### src/rtl/ip_chksum_arb.sv
// ----------------------------------------------------------------------------
// ip_chksum_arb
//
// Shares one IP checksum engine between NUM_REQ requesters. Each grant covers
// one packet: a single cmd beat followed by req beats up to and including the
// beat flagged last. Requesters are served round-robin. The requester id of
// every accepted cmd is pushed into a small tag FIFO so that engine results,
// which come back in packet order, are steered to the requester that issued
// them.
//
// Ports
//   clk, rst            clock, synchronous active-low reset (0 = reset)
//   req_cmd_*           per-requester cmd channel (val/enable/start/offset/init,
//                       rdy back); requester i occupies slice i of each bus
//   req_data/keep/val/last, req_rdy
//                       per-requester req data stream
//   req_resp_val/rdy    per-requester result handshake
//   req_resp_chksum     result value, shared by all requesters
//   chksum_cmd_*        cmd channel towards the engine
//   chksum_req_*        req data stream towards the engine
//   chksum_resp_*       result channel from the engine
//
// Optional feature (macro IP_CHKSUM_ARB_STATS_EN)
//   stats_grant_cnt        per-requester cmd-handshake counters (32 bit each)
//   stats_fifo_full_cycles cycles spent idle with a cmd blocked by a full FIFO
// ----------------------------------------------------------------------------
module ip_chksum_arb #(
    parameter int NUM_REQ    = 2,
    parameter int DATA_WIDTH = 512,
    parameter int KEEP_WIDTH = DATA_WIDTH / 8,
    parameter int TAG_DEPTH  = 4,
    parameter int REQ_W      = $clog2(NUM_REQ)
) (
    input  logic                          clk,
    input  logic                          rst,

    input  logic [NUM_REQ-1:0]            req_cmd_val,
    input  logic [NUM_REQ-1:0]            req_cmd_enable,
    input  logic [NUM_REQ*8-1:0]          req_cmd_start,
    input  logic [NUM_REQ*8-1:0]          req_cmd_offset,
    input  logic [NUM_REQ*16-1:0]         req_cmd_init,
    output logic [NUM_REQ-1:0]            req_cmd_rdy,

    input  logic [NUM_REQ*DATA_WIDTH-1:0] req_data,
    input  logic [NUM_REQ*KEEP_WIDTH-1:0] req_keep,
    input  logic [NUM_REQ-1:0]            req_val,
    input  logic [NUM_REQ-1:0]            req_last,
    output logic [NUM_REQ-1:0]            req_rdy,

    output logic [NUM_REQ-1:0]            req_resp_val,
    output logic [15:0]                   req_resp_chksum,
    input  logic [NUM_REQ-1:0]            req_resp_rdy,

    output logic                          chksum_cmd_val,
    output logic                          chksum_cmd_enable,
    output logic [7:0]                    chksum_cmd_start,
    output logic [7:0]                    chksum_cmd_offset,
    output logic [15:0]                   chksum_cmd_init,
    input  logic                          chksum_cmd_rdy,

    output logic [DATA_WIDTH-1:0]         chksum_req_data,
    output logic [KEEP_WIDTH-1:0]         chksum_req_keep,
    output logic                          chksum_req_val,
    output logic                          chksum_req_last,
    input  logic                          chksum_req_rdy,

    input  logic                          chksum_resp_val,
    input  logic [15:0]                   chksum_resp_chksum,
    output logic                          chksum_resp_rdy
`ifdef IP_CHKSUM_ARB_STATS_EN
    ,
    output logic [NUM_REQ*32-1:0]         stats_grant_cnt,
    output logic [31:0]                   stats_fifo_full_cycles
`endif
);

    localparam int PTR_W = (TAG_DEPTH > 1) ? $clog2(TAG_DEPTH) : 1;
    localparam int CNT_W = PTR_W + 1;

    typedef enum logic [1:0] {
        IDLE = 2'd0,
        CMD  = 2'd1,
        DATA = 2'd2
    } state_t;

    state_t             state;
    logic [REQ_W-1:0]   grant_id;
    logic [REQ_W-1:0]   rr_ptr;
    logic [REQ_W-1:0]   rr_pick;
    logic [REQ_W-1:0]   rr_next;

    logic [REQ_W-1:0]   tag_mem [TAG_DEPTH];
    logic [PTR_W-1:0]   wr_ptr;
    logic [PTR_W-1:0]   rd_ptr;
    logic [CNT_W-1:0]   tag_count;
    logic               fifo_full;
    logic               fifo_empty;
    logic [REQ_W-1:0]   head_tag;

    logic               cmd_fire;
    logic               data_fire;
    logic               tag_push;
    logic               tag_pop;

    logic [7:0]            start_arr  [NUM_REQ];
    logic [7:0]            offset_arr [NUM_REQ];
    logic [15:0]           init_arr   [NUM_REQ];
    logic [DATA_WIDTH-1:0] data_arr   [NUM_REQ];
    logic [KEEP_WIDTH-1:0] keep_arr   [NUM_REQ];

    // Split the flat per-requester buses into arrays so the grant mux is a
    // plain array index.
    for (genvar g = 0; g < NUM_REQ; g++) begin : g_unpack
        assign start_arr[g]  = req_cmd_start[g*8 +: 8];
        assign offset_arr[g] = req_cmd_offset[g*8 +: 8];
        assign init_arr[g]   = req_cmd_init[g*16 +: 16];
        assign data_arr[g]   = req_data[g*DATA_WIDTH +: DATA_WIDTH];
        assign keep_arr[g]   = req_keep[g*KEEP_WIDTH +: KEEP_WIDTH];
    end

    assign fifo_full  = (tag_count == CNT_W'(TAG_DEPTH));
    assign fifo_empty = (tag_count == '0);
    assign head_tag   = tag_mem[rd_ptr];

    assign cmd_fire  = (state == CMD)  && req_cmd_val[grant_id] && chksum_cmd_rdy;
    assign data_fire = (state == DATA) && req_val[grant_id] && chksum_req_rdy;
    assign tag_push  = cmd_fire;
    assign tag_pop   = chksum_resp_val && chksum_resp_rdy;

    assign rr_next = (grant_id == REQ_W'(NUM_REQ - 1)) ? '0 : grant_id + REQ_W'(1);

    // Round-robin pick: first pending cmd at or above rr_ptr, wrapping.
    // The sum rr_ptr+i carries one extra bit so the wrap works for any
    // NUM_REQ, not only powers of two.
    always_comb begin
        logic [REQ_W:0] idx_w;
        logic           found;
        rr_pick = rr_ptr;
        found   = 1'b0;
        idx_w   = '0;
        for (int i = 0; i < NUM_REQ; i++) begin
            idx_w = {1'b0, rr_ptr} + (REQ_W+1)'(i);
            if (idx_w >= (REQ_W+1)'(NUM_REQ)) begin
                idx_w = idx_w - (REQ_W+1)'(NUM_REQ);
            end
            if (!found && req_cmd_val[idx_w[REQ_W-1:0]]) begin
                found   = 1'b1;
                rr_pick = idx_w[REQ_W-1:0];
            end
        end
    end

    // Packet-level arbiter. A new grant is only taken in IDLE with tag room;
    // once granted, the arbiter stays with that requester through its last
    // req beat, which leaves one idle cycle between packets.
    always_ff @(posedge clk) begin
        if (!rst) begin
            state    <= IDLE;
            grant_id <= '0;
            rr_ptr   <= '0;
        end else begin
            case (state)
                IDLE: begin
                    if ((|req_cmd_val) && !fifo_full) begin
                        grant_id <= rr_pick;
                        state    <= CMD;
                    end
                end
                CMD: begin
                    if (cmd_fire) begin
                        rr_ptr <= rr_next;
                        state  <= DATA;
                    end
                end
                DATA: begin
                    if (data_fire && req_last[grant_id]) begin
                        state <= IDLE;
                    end
                end
                default: state <= IDLE;
            endcase
        end
    end

    // Forward path mux. Readies must pass straight through in the same
    // cycle, so these are decoded from the registered state and grant rather
    // than registered themselves; everything is zero outside CMD/DATA.
    always_comb begin
        chksum_cmd_val    = 1'b0;
        chksum_cmd_enable = 1'b0;
        chksum_cmd_start  = '0;
        chksum_cmd_offset = '0;
        chksum_cmd_init   = '0;
        req_cmd_rdy       = '0;
        chksum_req_data   = '0;
        chksum_req_keep   = '0;
        chksum_req_val    = 1'b0;
        chksum_req_last   = 1'b0;
        req_rdy           = '0;
        case (state)
            CMD: begin
                chksum_cmd_val        = req_cmd_val[grant_id];
                chksum_cmd_enable     = req_cmd_enable[grant_id];
                chksum_cmd_start      = start_arr[grant_id];
                chksum_cmd_offset     = offset_arr[grant_id];
                chksum_cmd_init       = init_arr[grant_id];
                req_cmd_rdy[grant_id] = chksum_cmd_rdy;
            end
            DATA: begin
                chksum_req_data   = data_arr[grant_id];
                chksum_req_keep   = keep_arr[grant_id];
                chksum_req_val    = req_val[grant_id];
                chksum_req_last   = req_last[grant_id];
                req_rdy[grant_id] = chksum_req_rdy;
            end
            default: ;
        endcase
    end

    // Result steering by the oldest outstanding tag. With no tag queued the
    // engine is simply not acknowledged, so a stray result stays pending.
    always_comb begin
        req_resp_val           = '0;
        req_resp_val[head_tag] = chksum_resp_val & ~fifo_empty;
        chksum_resp_rdy        = req_resp_rdy[head_tag] & ~fifo_empty;
    end

    assign req_resp_chksum = chksum_resp_chksum;

    // Tag FIFO. Push and pop may coincide; the count only moves when exactly
    // one of them happens. Pointers wrap naturally as TAG_DEPTH is 2^n.
    always_ff @(posedge clk) begin
        if (!rst) begin
            wr_ptr    <= '0;
            rd_ptr    <= '0;
            tag_count <= '0;
            for (int i = 0; i < TAG_DEPTH; i++) begin
                tag_mem[i] <= '0;
            end
        end else begin
            if (tag_push) begin
                tag_mem[wr_ptr] <= grant_id;
                wr_ptr          <= wr_ptr + PTR_W'(1);
            end
            if (tag_pop) begin
                rd_ptr <= rd_ptr + PTR_W'(1);
            end
            case ({tag_push, tag_pop})
                2'b10:   tag_count <= tag_count + CNT_W'(1);
                2'b01:   tag_count <= tag_count - CNT_W'(1);
                default: ;
            endcase
        end
    end

`ifdef IP_CHKSUM_ARB_STATS_EN
    logic [31:0] grant_cnt [NUM_REQ];
    logic [31:0] full_cycles;

    // Activity counters; both wrap at 2^32 and clear with the arbiter.
    always_ff @(posedge clk) begin
        if (!rst) begin
            for (int i = 0; i < NUM_REQ; i++) begin
                grant_cnt[i] <= '0;
            end
            full_cycles <= '0;
        end else begin
            if (cmd_fire) begin
                grant_cnt[grant_id] <= grant_cnt[grant_id] + 32'd1;
            end
            if ((state == IDLE) && (|req_cmd_val) && fifo_full) begin
                full_cycles <= full_cycles + 32'd1;
            end
        end
    end

    for (genvar g = 0; g < NUM_REQ; g++) begin : g_stats
        assign stats_grant_cnt[g*32 +: 32] = grant_cnt[g];
    end
    assign stats_fifo_full_cycles = full_cycles;
`endif

endmodule

### config.mk
export PLATFORM = sky130hd
export DESIGN_NAME = ip_chksum_arb
export DESIGN_NICKNAME = d
export VERILOG_FILES = /design/src/rtl/ip_chksum_arb.sv
export SDC_FILE = /design/constraint.sdc
export NUM_CORES = 1
export LEC_CHECK = 0
export ABC_AREA = 0
export CORE_AREA = 2 2 744 746
export CTS_CLUSTER_DIAMETER = 100
export DETAILED_ROUTE_END_ITERATION = 8
export DIE_AREA = 0 0 746 748
export PLACE_DENSITY = 0.3
export SLEW_MARGIN = 25
export SYNTH_ARGS = -nofsm -noshare
export SYNTH_HDL_FRONTEND = slang
export SYNTH_SLANG_ARGS = --single-unit
### constraint.sdc
create_clock -name clk -period 3.5 [get_ports clk]
set_input_delay 0.525 -clock clk [delete_from_list [all_inputs] [get_ports clk]]
set_output_delay 0.525 -clock clk [all_outputs]
set_load 0.01 [all_outputs]
## After elaboration in Yosys (flattened, before gate mapping)

Memories as Yosys holds them, arrays and structs flattened. A register that Yosys moved wholly into a read port is not among the register bits.
Index checks and enable logic that the tools add are counted.

| word-level totals | value |
|---|---|
| flip-flop bits (word level) | 11 |
| memory bits (writable) | 4 |
| input bits | 1247 |
| output and inout bits | 635 |
| word-level logic and storage cells | 123 |
| memories | 1 |

Memory list:

| memory | words | bits a word | read ports | clocked after memory_dff | write ports | line | source |
|---|---|---|---|---|---|---|---|
| tag_mem | 4 | 1 | 1 | 1 | 4 | 92 | `logic [REQ_W-1:0] tag_mem [TAG_DEPTH];` |

| operators by class | value |
|---|---|
| add/subtract/negate cells | 8 |
| magnitude comparators | 9 |
| eq/ne operators | 8 |
| multiplexer cells | 64 |
| bitwise gates (word level) | 7 |
| reduce and logical (&&, ||, !) cells | 20 |

Operators by type and width:

| operator | number |
|---|---|
| $mux 512 | 4 |
| $mux 64 | 4 |
| $mux 16 | 4 |
| $mux 8 | 8 |
| $mux 1 | 32 |
| $mux 2 | 8 |
| $logic_and 1x1->1 | 10 |
| $lt 1x2->1 const B | 4 |
| $and 2x2->2 | 3 |
| $pmux 2 s3 | 1 |
| $pmux 3 s2 | 1 |
| $add 2x1->2 const B | 2 |
| $eq 2x1->1 const B | 2 |
| $eq 2x2->1 const B | 2 |
| $ge 2x2->1 const B | 2 |
| $ne 2x2->1 const B | 2 |
| $reduce_and 2->1 | 2 |
| $add 3x1->3 const B | 1 |
| $eq 3x3->1 const B | 1 |
| $logic_not 3->1 | 1 |
| $reduce_and 3->1 | 1 |
| $sub 3x1->3 const B | 1 |
| $add 1x1->2 const B | 1 |
| $and 1x1->1 | 2 |
| other kinds (13) | 17 |

## Longest topological paths before layout

Gate-level depths: netlist (run 1).

| logic depth | value |
|---|---|
| depth in word-level cells | 9 |
| gate-level depth with buffers | 10 |
| gate-level depth less buffers | 9 |

## Worst setup path before layout (run 1)

OpenSTA, ideal clock, no wires.

| path | value |
|---|---|
| kind | register -> register |
| from | register with a tool-made name |
| to | register tag_count[2] |
| library setup time | 0.076 ns |
| arrival time | 2.290 ns |
| required time | 3.424 ns |
| setup slack | 1.135 ns |
| stages on the path, launching flop included | 9 |
| buffers on the path | 0 |
| period minus slack after synthesis | 2.365 ns |
| path through | dfxtp_1 mux4_2 mux2i_4 ha_1 inv_1 fa_1 xor2_1 or3_1 a21boi_0 |

RTL lines:

| what | line | source |
|---|---|---|
| to (signal assigned) | 249 | `2'b10: tag_count <= tag_count + CNT_W'(1);` |
| to (signal assigned) | 250 | `2'b01: tag_count <= tag_count - CNT_W'(1);` |
| to (decl) | 95 | `logic [CNT_W-1:0] tag_count;` |

## Worst setup path after layout (run 1)

| path | value |
|---|---|
| from | register grant_id |
| to | output chksum_req_data[404] |

| between the ends | value |
|---|---|
| word-level cells in the longest chain between the ends | 5 |

Ends and longest elaborated chain:

| what | line | source |
|---|---|---|
| from (decl) | 87 | `logic [REQ_W-1:0] grant_id;` |
| from (signal assigned) | 165 | `grant_id <= rr_pick;` |
| $not 1->2 (not written as such) | 210 | `chksum_req_data = data_arr[grant_id];` |
| $mux 512 (not written as such) (3 in series) | 210 |  |
| $mux 512 | 200 | `case (state)` |
| to (decl) | 61 | `output logic [DATA_WIDTH-1:0] chksum_req_data,` |

No other way between the ends. The select of a mux whose other input is x is not followed.

==> results of run 1 <==
final cells by class:
| cell class | instances | area share |
|---|---|---|
| multi-input cells | 1289 | 0.2242 |
| diodes | 125 | 0.007857 |
| well taps | 7287 | 0.2290 |
| inverters | 8 | 0.0007542 |
| repair buffers | 1955 | 0.5273 |
| clock buffers | 3 | 0.001886 |
| clock inverters | 1 | 0.0001257 |
| flip-flops and latches | 17 | 0.008894 |
worst min-delay path by stage:
stage / to / slack (ns) / depth (start not counted)
after floorplan: register / 0.44 / 2
after global routing: rd_ptr[1]$_SDFFE_PN0P_ / 0.50 / 2
after CTS: register / 0.48 / 2
final: rd_ptr[1]$_SDFFE_PN0P_ / 0.48 / 2
after detailed placement: rd_ptr[1]$_SDFFE_PN0P_ / 0.47 / 2
after global placement: rd_ptr[1]$_SDFFE_PN0P_ / 0.47 / 2
synthesized netlist by cell type, types with 2 or more instances:
cell	number	area share
buf_1	2	0.00075
xor2_1	2	0.0017
nand2b_1	3	0.0019
nor2b_1	6	0.0037
mux2i_1	617	0.61
buf_4	16	0.012
nor2_1	619	0.23
dfxtp_1	16	0.032
nor3b_1	2	0.0015
nand2_1	4	0.0015
nor2_2	2	0.0012
o21a_1	2	0.0015
inv_1	8	0.0030
o21ai_0	3	0.0015
clkbuf_1	38	0.014
and2_1	3	0.0019
nor3_1	3	0.0015
nor4_1	2	0.0012
o311ai_1	2	0.0017
a21boi_0	2	0.0015
buf_2	99	0.049
metal layers:
metal,routed length (um),share of wire
met4,17640,0.044
met1,156100,0.39
met5,1447,0.0036
met2,170200,0.42
met3,56990,0.14
stage by stage:
step,instance area [um^2],power [W],std cells,worst slack [ns]
finish,39810,0.004324,10690,0.1821
global route,39620,0.004533,10610,0.1361
CTS,39500,0.004422,10560,0.1166
detailed placement,39420,0.004164,10560,0.3730
global placement,39420,0.004175,10560,0.3311
floorplan,10060,0.001276,1469,1.135
report_power, final:
group          total, W  internal, W  switching, W
sequential     0.000226     0.000203     0.0000232
clock          0.000236     0.000153     0.0000832
combinational   0.00386      0.00216       0.00170
logic make-up (layout without fill, tap and decap cells):
logic type	after synthesis	after routing
AND/OR/NAND/NOR	650	650
flip-flops	17	17
AO/OA/AOI/OAI	14	14
other	0	125
buffers and inverters	163	1967
adder cells (fa/ha/maj)	3	3
XOR/XNOR	3	3
multiplexers	619	619
worst max-delay path, cell delays in order, from the launching register on:
cell             delay [ns]
dfxtp_4                0.70
buf_12                 0.27
buf_4                  0.36
mux2i_1                0.49
nor2_1                 0.09
clkdlybuf4s50_1        0.53
==> qor.csv, run 1 <==
metric,value,unit
status,"finished, final reports clean",
r2r_start,grant_id$_SDFFE_PN0P_,
maxCapViolations,0,
rrSetupSlack,0.47,ns
post-dp-hpwl,387200,um
htreeDepth,1,
synth.distinct_cells,39,
cts.reportedPaths.clkPinSlew,0.06,ns
std_cell_rows,273,
reg2regPathDepth,10,
ir_drop,157.4,uV
mostFrequentLayoutCell,clkdlybuf4s50_1,
multi_input_area,8926,um^2
leakagePower,11.17,nW
final_cell_mix,"1644 x clkdlybuf4s50_1, 619 x nor2_1, 617 x mux2i_1",
area_delta_synth_final,295.7,%
grt_max_degree,67,
die-height,748,um
ys_ff_latch,17,
yosys.area_share.simple,0.2506,
synth_warnings,0,
finalHoldViolCount,0,
drt_iter0_drc,1270,
cts_hold_buffers,0,
finalClockSkew,0.007173,ns
wl_per_cell,37.66,um
r2r_end,tag_count[2]$_SDFFE_PN0P_,
rsz0062_at_grt,false,
yosys.area_share.adder,0.004228,
critical_path_class,reg2out,
p_per_area,108.6,nW/um^2
coreArea,550600,um^2
cts_buffers,3,
ctsResizeCount,0,
cp.required,2.97,ns
report.final.slew_viol_count,0,
use_met1,0.1617,
postCtsSetupBuffers,0,
grt.busiest_layer,met2,
clock_latency,0.25,ns
gr-usage-met3,0.07724,
max_freq,0.3014,GHz
end_kind,output port,
clockBufferDepth,2,
place.gp.congestion,1.031,
finalCriticalPeriod,3.318,ns
fin_hold_ws,0.4784,ns
seq_area,354.1,um^2
vias,21850,
die_w,746,um
critPathLaunchType,register,
routed_wl,402400,um
grt_usage,0.1379,
synth_top_family_by_area,multiplexers,
grt_pass1_vias,21000,
grt_pass1_wl,451100,um
synthArstFlopShare,0,
fillers,64840,
drc,0,
clockRootBuffer,clkbuf_16,
synth_ff_type,dfxtp_1,
crit_path_start,grant_id$_SDFFE_PN0P_,
fin_util,0.07231,
first_pass_iters,5,
netlist_area,10060,um^2
nNetsFinal,4523,
cts_sinks,17,
path_max_fanout,14,
synth_area_per_cell,6.850,um^2
synth_cells,1469,
synth_mux_area_frac,0.6183,
layout-drive-gt1-share,0.09930,
dieArea,558000,um^2
antenna_left,0,
synth_nets,2718,
grt_overflow,0,
ys_seq_area_frac,0.03482,
critPathCapture,chksum_req_data[404],
cts_tree,yes,
finalCritPeriodShare,0.9480,
synth_xor_area_frac,0.002611,
met2_usage,0.2123,
numPortBuffers,1849,
synth-compound-area-share,0.01045,
synth_edf_count,1,
min-delay-start,rd_ptr[1]$_SDFFE_PN0P_,
ios,1882,
via_per_inst,2.045,
worst_pin_slew,0.7425,ns
tns,0,ns
setup_violations,0,
arrival,2.79,ns
relSlewSlack,0.4909,
grt_antenna_before_repair,565,
hp-class,reg2reg,
initial_utilization,0.01827,
Note: power is estimated with default switching activity, not from simulation.
==> inputs of run 2 (changes only) <==
Settings changed: MAX_ROUTING_LAYER set to met4.
Clock period 3.5 ns to 4.3 ns, I/O delays scaled along.
==> run 2 against run 1 <==
Global-route usage rose by 0.31 points. Clock power shrank 19%. Final area down 0.84%. Register-to-register slack better by 0.90 ns. Combinational power fell by 18%. Non-clock buffer count down 22. Routed wire length is 0.66% lower. Die area unchanged. Setup slack improved by 0.32 ns. First-iteration DRC count down 13%. Power is 18% lower. Worst hold slack worse by 0.0058 ns. Critical endpoint is now chksum_req_data[358]. Largest cell class unchanged.
==> qor.csv, run 2 (synthesis gave the netlist of run 1 again) <==
metric,value,unit,change
mostFrequentLayoutCell,clkdlybuf4s50_1,,
rsz0062_at_grt,false,,
maxCapViolations,0,,unchanged
cts_tree,yes,,
post-dp-hpwl,384200,um,-0.77%
cts.reportedPaths.clkPinSlew,0.06,ns,about the same
grt_usage,0.1410,,+0.003096
critical_path_class,reg2out,,
critPathLaunchType,register,,
grt_pass1_wl,447500,um,-0.80%
relSlewSlack,0.3732,,-0.1177
antenna_left,0,,unchanged
cp_common_cell,buf_12,,
grt_pass1_vias,20910,,-0.43%
routed_wl,399800,um,-0.66%
hp-class,reg2reg,,
finalCriticalPeriod,3.797,ns,
dieArea,558000,um^2,unchanged
placed_area,38830,um^2,-1.5%
ios,1882,,unchanged
area_delta_synth_final,292.4,%,
drc,0,,unchanged
first_pass_iters,5,,unchanged
cts_buffers,3,,unchanged
std_cell_rows,273,,unchanged
ctsResizeCount,0,,unchanged
report.final.slew_viol_count,0,,unchanged
postCtsSetupBuffers,0,,unchanged
vias,21520,,-1.5%
finalClockSkew,0.008045,ns,+0.0008719 ns
slowest_delay,0.63,ns,-0.07 ns
cts_sinks,17,,unchanged
cts_hold_buffers,0,,unchanged
place.gp.congestion,1.008,,-2.3%
crit_chain,buf_12 > buf_12 > buf_12 > mux2i_1 > nor2_1 > clkdlybuf4s50_1,,
htreeDepth,1,,unchanged
ir_drop,105.5,uV,-33%
setup_violations,0,,unchanged
worst_pin_slew,0.9219,ns,+0.1795 ns
layout-drive-gt1-share,0.07721,,-0.02209
grt_antenna_before_repair,564,,-0.18%
crit_slowest_cell,dfxtp_4,,
arrival,3.15,ns,+0.36 ns
grt_overflow,0,,unchanged
finalCritPeriodShare,0.8830,,
die-height,748,um,unchanged
fillers,64880,,+0.052%
end_kind,output port,,
die_w,746,um,unchanged
coreArea,550600,um^2,unchanged
finalHoldViolCount,0,,unchanged
cp.required,3.65,ns,+0.68 ns
nNetsFinal,4501,,-0.49%
clockBufferDepth,2,,unchanged
tns,0,ns,unchanged
status,"finished, final reports clean",,
max_freq,0.2634,GHz,
drt_iter0_drc,1107,,-13%
fin_hold_ws,0.4726,ns,-0.005798 ns
clock_latency,0.25,ns,about the same
clockRootBuffer,clkbuf_16,,
path_max_fanout,48,,+34
grt_max_degree,66,,-1.5%
final_cell_mix,"1701 x clkdlybuf4s50_1, 618 x nor2_1, 612 x mux2i_1",,
leakagePower,10.81,nW,-3.2%
initial_utilization,0.01827,,unchanged
numPortBuffers,1849,,unchanged
wl_per_cell,37.13,um,-1.4%
via_per_inst,1.999,,-2.3%
p_per_area,89.87,nW/um^2,-17%
final_cell_area,39480,um^2,-0.84%
==> run 2: worst paths after layout <==
| kind | startpoint | to | slack (ns) | cells after the start |
|---|---|---|---|---|
| setup / recovery | grant_id$_SDFFE_PN0P_ | chksum_req_data[358] | 0.50 | 6 |
| hold / removal | rd_ptr[1]$_SDFFE_PN0P_ | register | 0.47 | 2 |
| setup reg to reg | grant_id$_SDFFE_PN0P_ | tag_count[2]$_SDFFE_PN0P_ | 1.37 | 9 |
| hold reg to reg | rd_ptr[1]$_SDFFE_PN0P_ | register | 0.47 | 2 |
==> run 2: final cells by class <==
class                   instances  area (um^2)  share of cell area
diodes                        228        570.5             0.01445
clock buffers                   4        78.83            0.001997
inverters                       8        30.03           0.0007606
multi-input cells            1289         8947              0.2266
flip-flops and latches         17        354.1            0.008969
well taps                    7287         9117              0.2309
repair buffers               1933        20380              0.5163
==> run 2: metrics by stage <==
stage	utilization	instances	worst slack [ns]	total power (W)
2_1_floorplan	-	1469	1.873	0.001039
3_3_place_gp	0.07049	10530	0.3325	0.003431
3_5_place_dp	0.07052	10530	0.7301	0.003428
4_1_cts	0.07067	10540	0.4522	0.003635
5_1_grt	0.07156	10740	0.4374	0.003720
6_report	0.07170	10770	0.5029	0.003548
==> run 2: critical path, delay by kind of cell (launching register included) <==
family	cells	cell delay, ns
simple gates	1	0.09
buf+inv	4	1.36
flops	1	0.63
mux	1	0.63
==> run 2: per-layer routing <==
layer / wire (um) / part of all wire / GRT usage
met1: 154200 / 0.39 / 0.1559
met2: 169700 / 0.42 / 0.2138
met4: 17210 / 0.043 / 0.03770
met5: 0 / 0 / -
met3: 58640 / 0.15 / 0.08409
==> run 2: where the power goes <==
group          internal, W  leakage (nW)  switching [W]
Clock             0.000126        0.0396      0.0000663
Sequential        0.000165         0.141      0.0000161
Combinational      0.00173          10.6        0.00144
==> inputs of run 3 (changes only) <==
Settings changed: ABC_CLOCK_PERIOD_IN_PS set to 4300, CTS_BUF_LIST set to sky130_fd_sc_hd__clkbuf_8, TNS_END_PERCENT set to 1.
==> run 3 against run 2 <==
Sequential share of layout area hardly changed. Cell count down 0.10%. Core utilization is essentially flat. Power fell by 2.1%. Via count fell by 0.45%. Global-route usage about the same. Critical path type unchanged. Critical endpoint unchanged. Largest power group unchanged. Highest routed layer unchanged.
==> qor.csv, run 3 (synthesis gave the netlist of run 1 again) <==
metric,value,unit,change
initial_utilization,0.01827,,unchanged
clockRootBuffer,clkbuf_8,,
via_per_inst,1.992,,-0.35%
drc,0,,unchanged
report.final.slew_viol_count,0,,unchanged
crit_chain,buf_12 > buf_12 > buf_12 > mux2i_1 > nor2_1 > clkdlybuf4s50_1,,
place.gp.congestion,1.008,,unchanged
critPathTopFamily,buffers and inverters,,
clockBufferDepth,2,,unchanged
vias,21420,,-0.45%
clock_latency,0.25,ns,about the same
arrival,3.17,ns,+0.02 ns
drt_iter0_drc,1032,,-6.8%
leakagePower,10.80,nW,-0.10%
nNetsFinal,4501,,unchanged
grt_max_degree,66,,unchanged
cp_common_cell,buf_12,,
grt_pass1_vias,20900,,-0.057%
reg2regPathDepth,9,,unchanged
finalCriticalPeriod,3.815,ns,+0.01758 ns
cts_tree,yes,,
placed_area,38830,um^2,unchanged
layout-drive-gt1-share,0.07721,,unchanged
die-height,748,um,unchanged
htreeDepth,1,,unchanged
maxCapViolations,0,,unchanged
coreArea,550600,um^2,unchanged
numPortBuffers,1849,,unchanged
grt_usage,0.1410,,about the same
min_path_cells,2,,unchanged
crit_slowest_cell,dfxtp_4,,
cp.required,3.65,ns,about the same
cts_buffers,3,,unchanged
end_kind,output port,,
status,"finished, final reports clean",,
area_delta_synth_final,291.8,%,
final_cell_mix,"1701 x clkdlybuf4s50_1, 618 x nor2_1, 612 x mux2i_1",,
hp-class,reg2reg,,
finalHoldViolCount,0,,unchanged
finalClockSkew,0.008900,ns,+0.0008554 ns
setup_violations,0,,unchanged
final_cell_area,39420,um^2,-0.16%
max_freq,0.2621,GHz,-0.46%
critPathLaunchType,register,,
p_per_area,88.10,nW/um^2,-2.0%
ctsResizeCount,0,,unchanged
std_cell_rows,273,,unchanged
postCtsSetupBuffers,0,,unchanged
dieArea,558000,um^2,unchanged
mostFrequentLayoutCell,clkdlybuf4s50_1,,
rsz0062_at_grt,false,,
grt_antenna_before_repair,567,,+0.53%
relSlewSlack,0.3797,,+0.006522
cts_sinks,17,,unchanged
routed_wl,399800,um,about the same
tns,0,ns,unchanged
antenna_left,0,,unchanged
critical_path_class,reg2out,,
critical_path_depth,6,,unchanged
ios,1882,,unchanged
post-dp-hpwl,384200,um,unchanged
finalCritPeriodShare,0.8871,,+0.004088
ir_drop,82.16,uV,-22%
grt_pass1_wl,447400,um,about the same
grt_overflow,0,,unchanged
cts_hold_buffers,0,,unchanged
path_buf_inv,4,,unchanged
wl_per_cell,37.17,um,+0.11%
die_w,746,um,unchanged
cts.reportedPaths.clkPinSlew,0.07,ns,about the same
slowest_delay,0.64,ns,about the same
worst_pin_slew,0.9045,ns,-0.01742 ns
first_pass_iters,5,,unchanged
path_max_fanout,48,,unchanged
## run 3: final cells by class
class | instances | area [um^2]
Antenna cell | 217 | 543.0
Multi-Input combinational cell | 1289 | 8947
Sequential cell | 17 | 354.1
Fill cell | 64890 | 511200
Inverter | 8 | 30.03
Tap cell | 7287 | 9117
Clock buffer | 3 | 41.29
Timing Repair Buffer | 1933 | 20380
Clock inverter | 1 | 3.754
## run 3: stage by stage
stage / power (W) / cells / worst slack [ns] / utilization / hold WS [ns]
global placement: 0.003431 / 10530 / 0.3325 / 0.07049 / 0.4683
global route: 0.003649 / 10740 / 0.4231 / 0.07151 / 0.4811
detailed placement: 0.003428 / 10530 / 0.7301 / 0.07052 / 0.4652
finish: 0.003473 / 10760 / 0.4854 / 0.07159 / 0.4766
floorplan: 0.001039 / 1469 / 1.873 / - / 0.4368
CTS: 0.003567 / 10540 / 0.4360 / 0.07060 / 0.4754
## run 3: metal layers
layer | GRT usage | routed length (um) | part of all wire
met3 | 0.08474 | 59270 | 0.15
met1 | 0.1555 | 153600 | 0.38
met2 | 0.2138 | 169500 | 0.42
met5 | - | 0 | 0
met4 | 0.03748 | 17420 | 0.044
## run 3: report_power, final
part           total, W  switching [W]  internal (W)
Combinational   0.00317        0.00144       0.00173
Sequential     0.000181      0.0000163      0.000165
Clock          0.000120      0.0000570     0.0000634
## run 3: worst register-to-register path, stage by stage (launching register included)
cell and delay [ns]:
dfxtp_4 0.64, mux2i_1 0.66, nor2_2 0.19, inv_1 0.13
ha_1 0.19, inv_1 0.07, fa_1 0.37, xor2_1 0.16
or3_1 0.30, a21boi_0 0.16
## run 3: worst paths after layout
| path | slack [ns] | endpoint | from |
|---|---|---|---|
| max | 0.49 | chksum_req_data[358] | grant_id$_SDFFE_PN0P_ |
| min | 0.48 | register | rd_ptr[1]$_SDFFE_PN0P_ |
| max reg2reg | 1.35 | tag_count[2]$_SDFFE_PN0P_ | grant_id$_SDFFE_PN0P_ |
| min reg2reg | 0.48 | register | rd_ptr[1]$_SDFFE_PN0P_ |
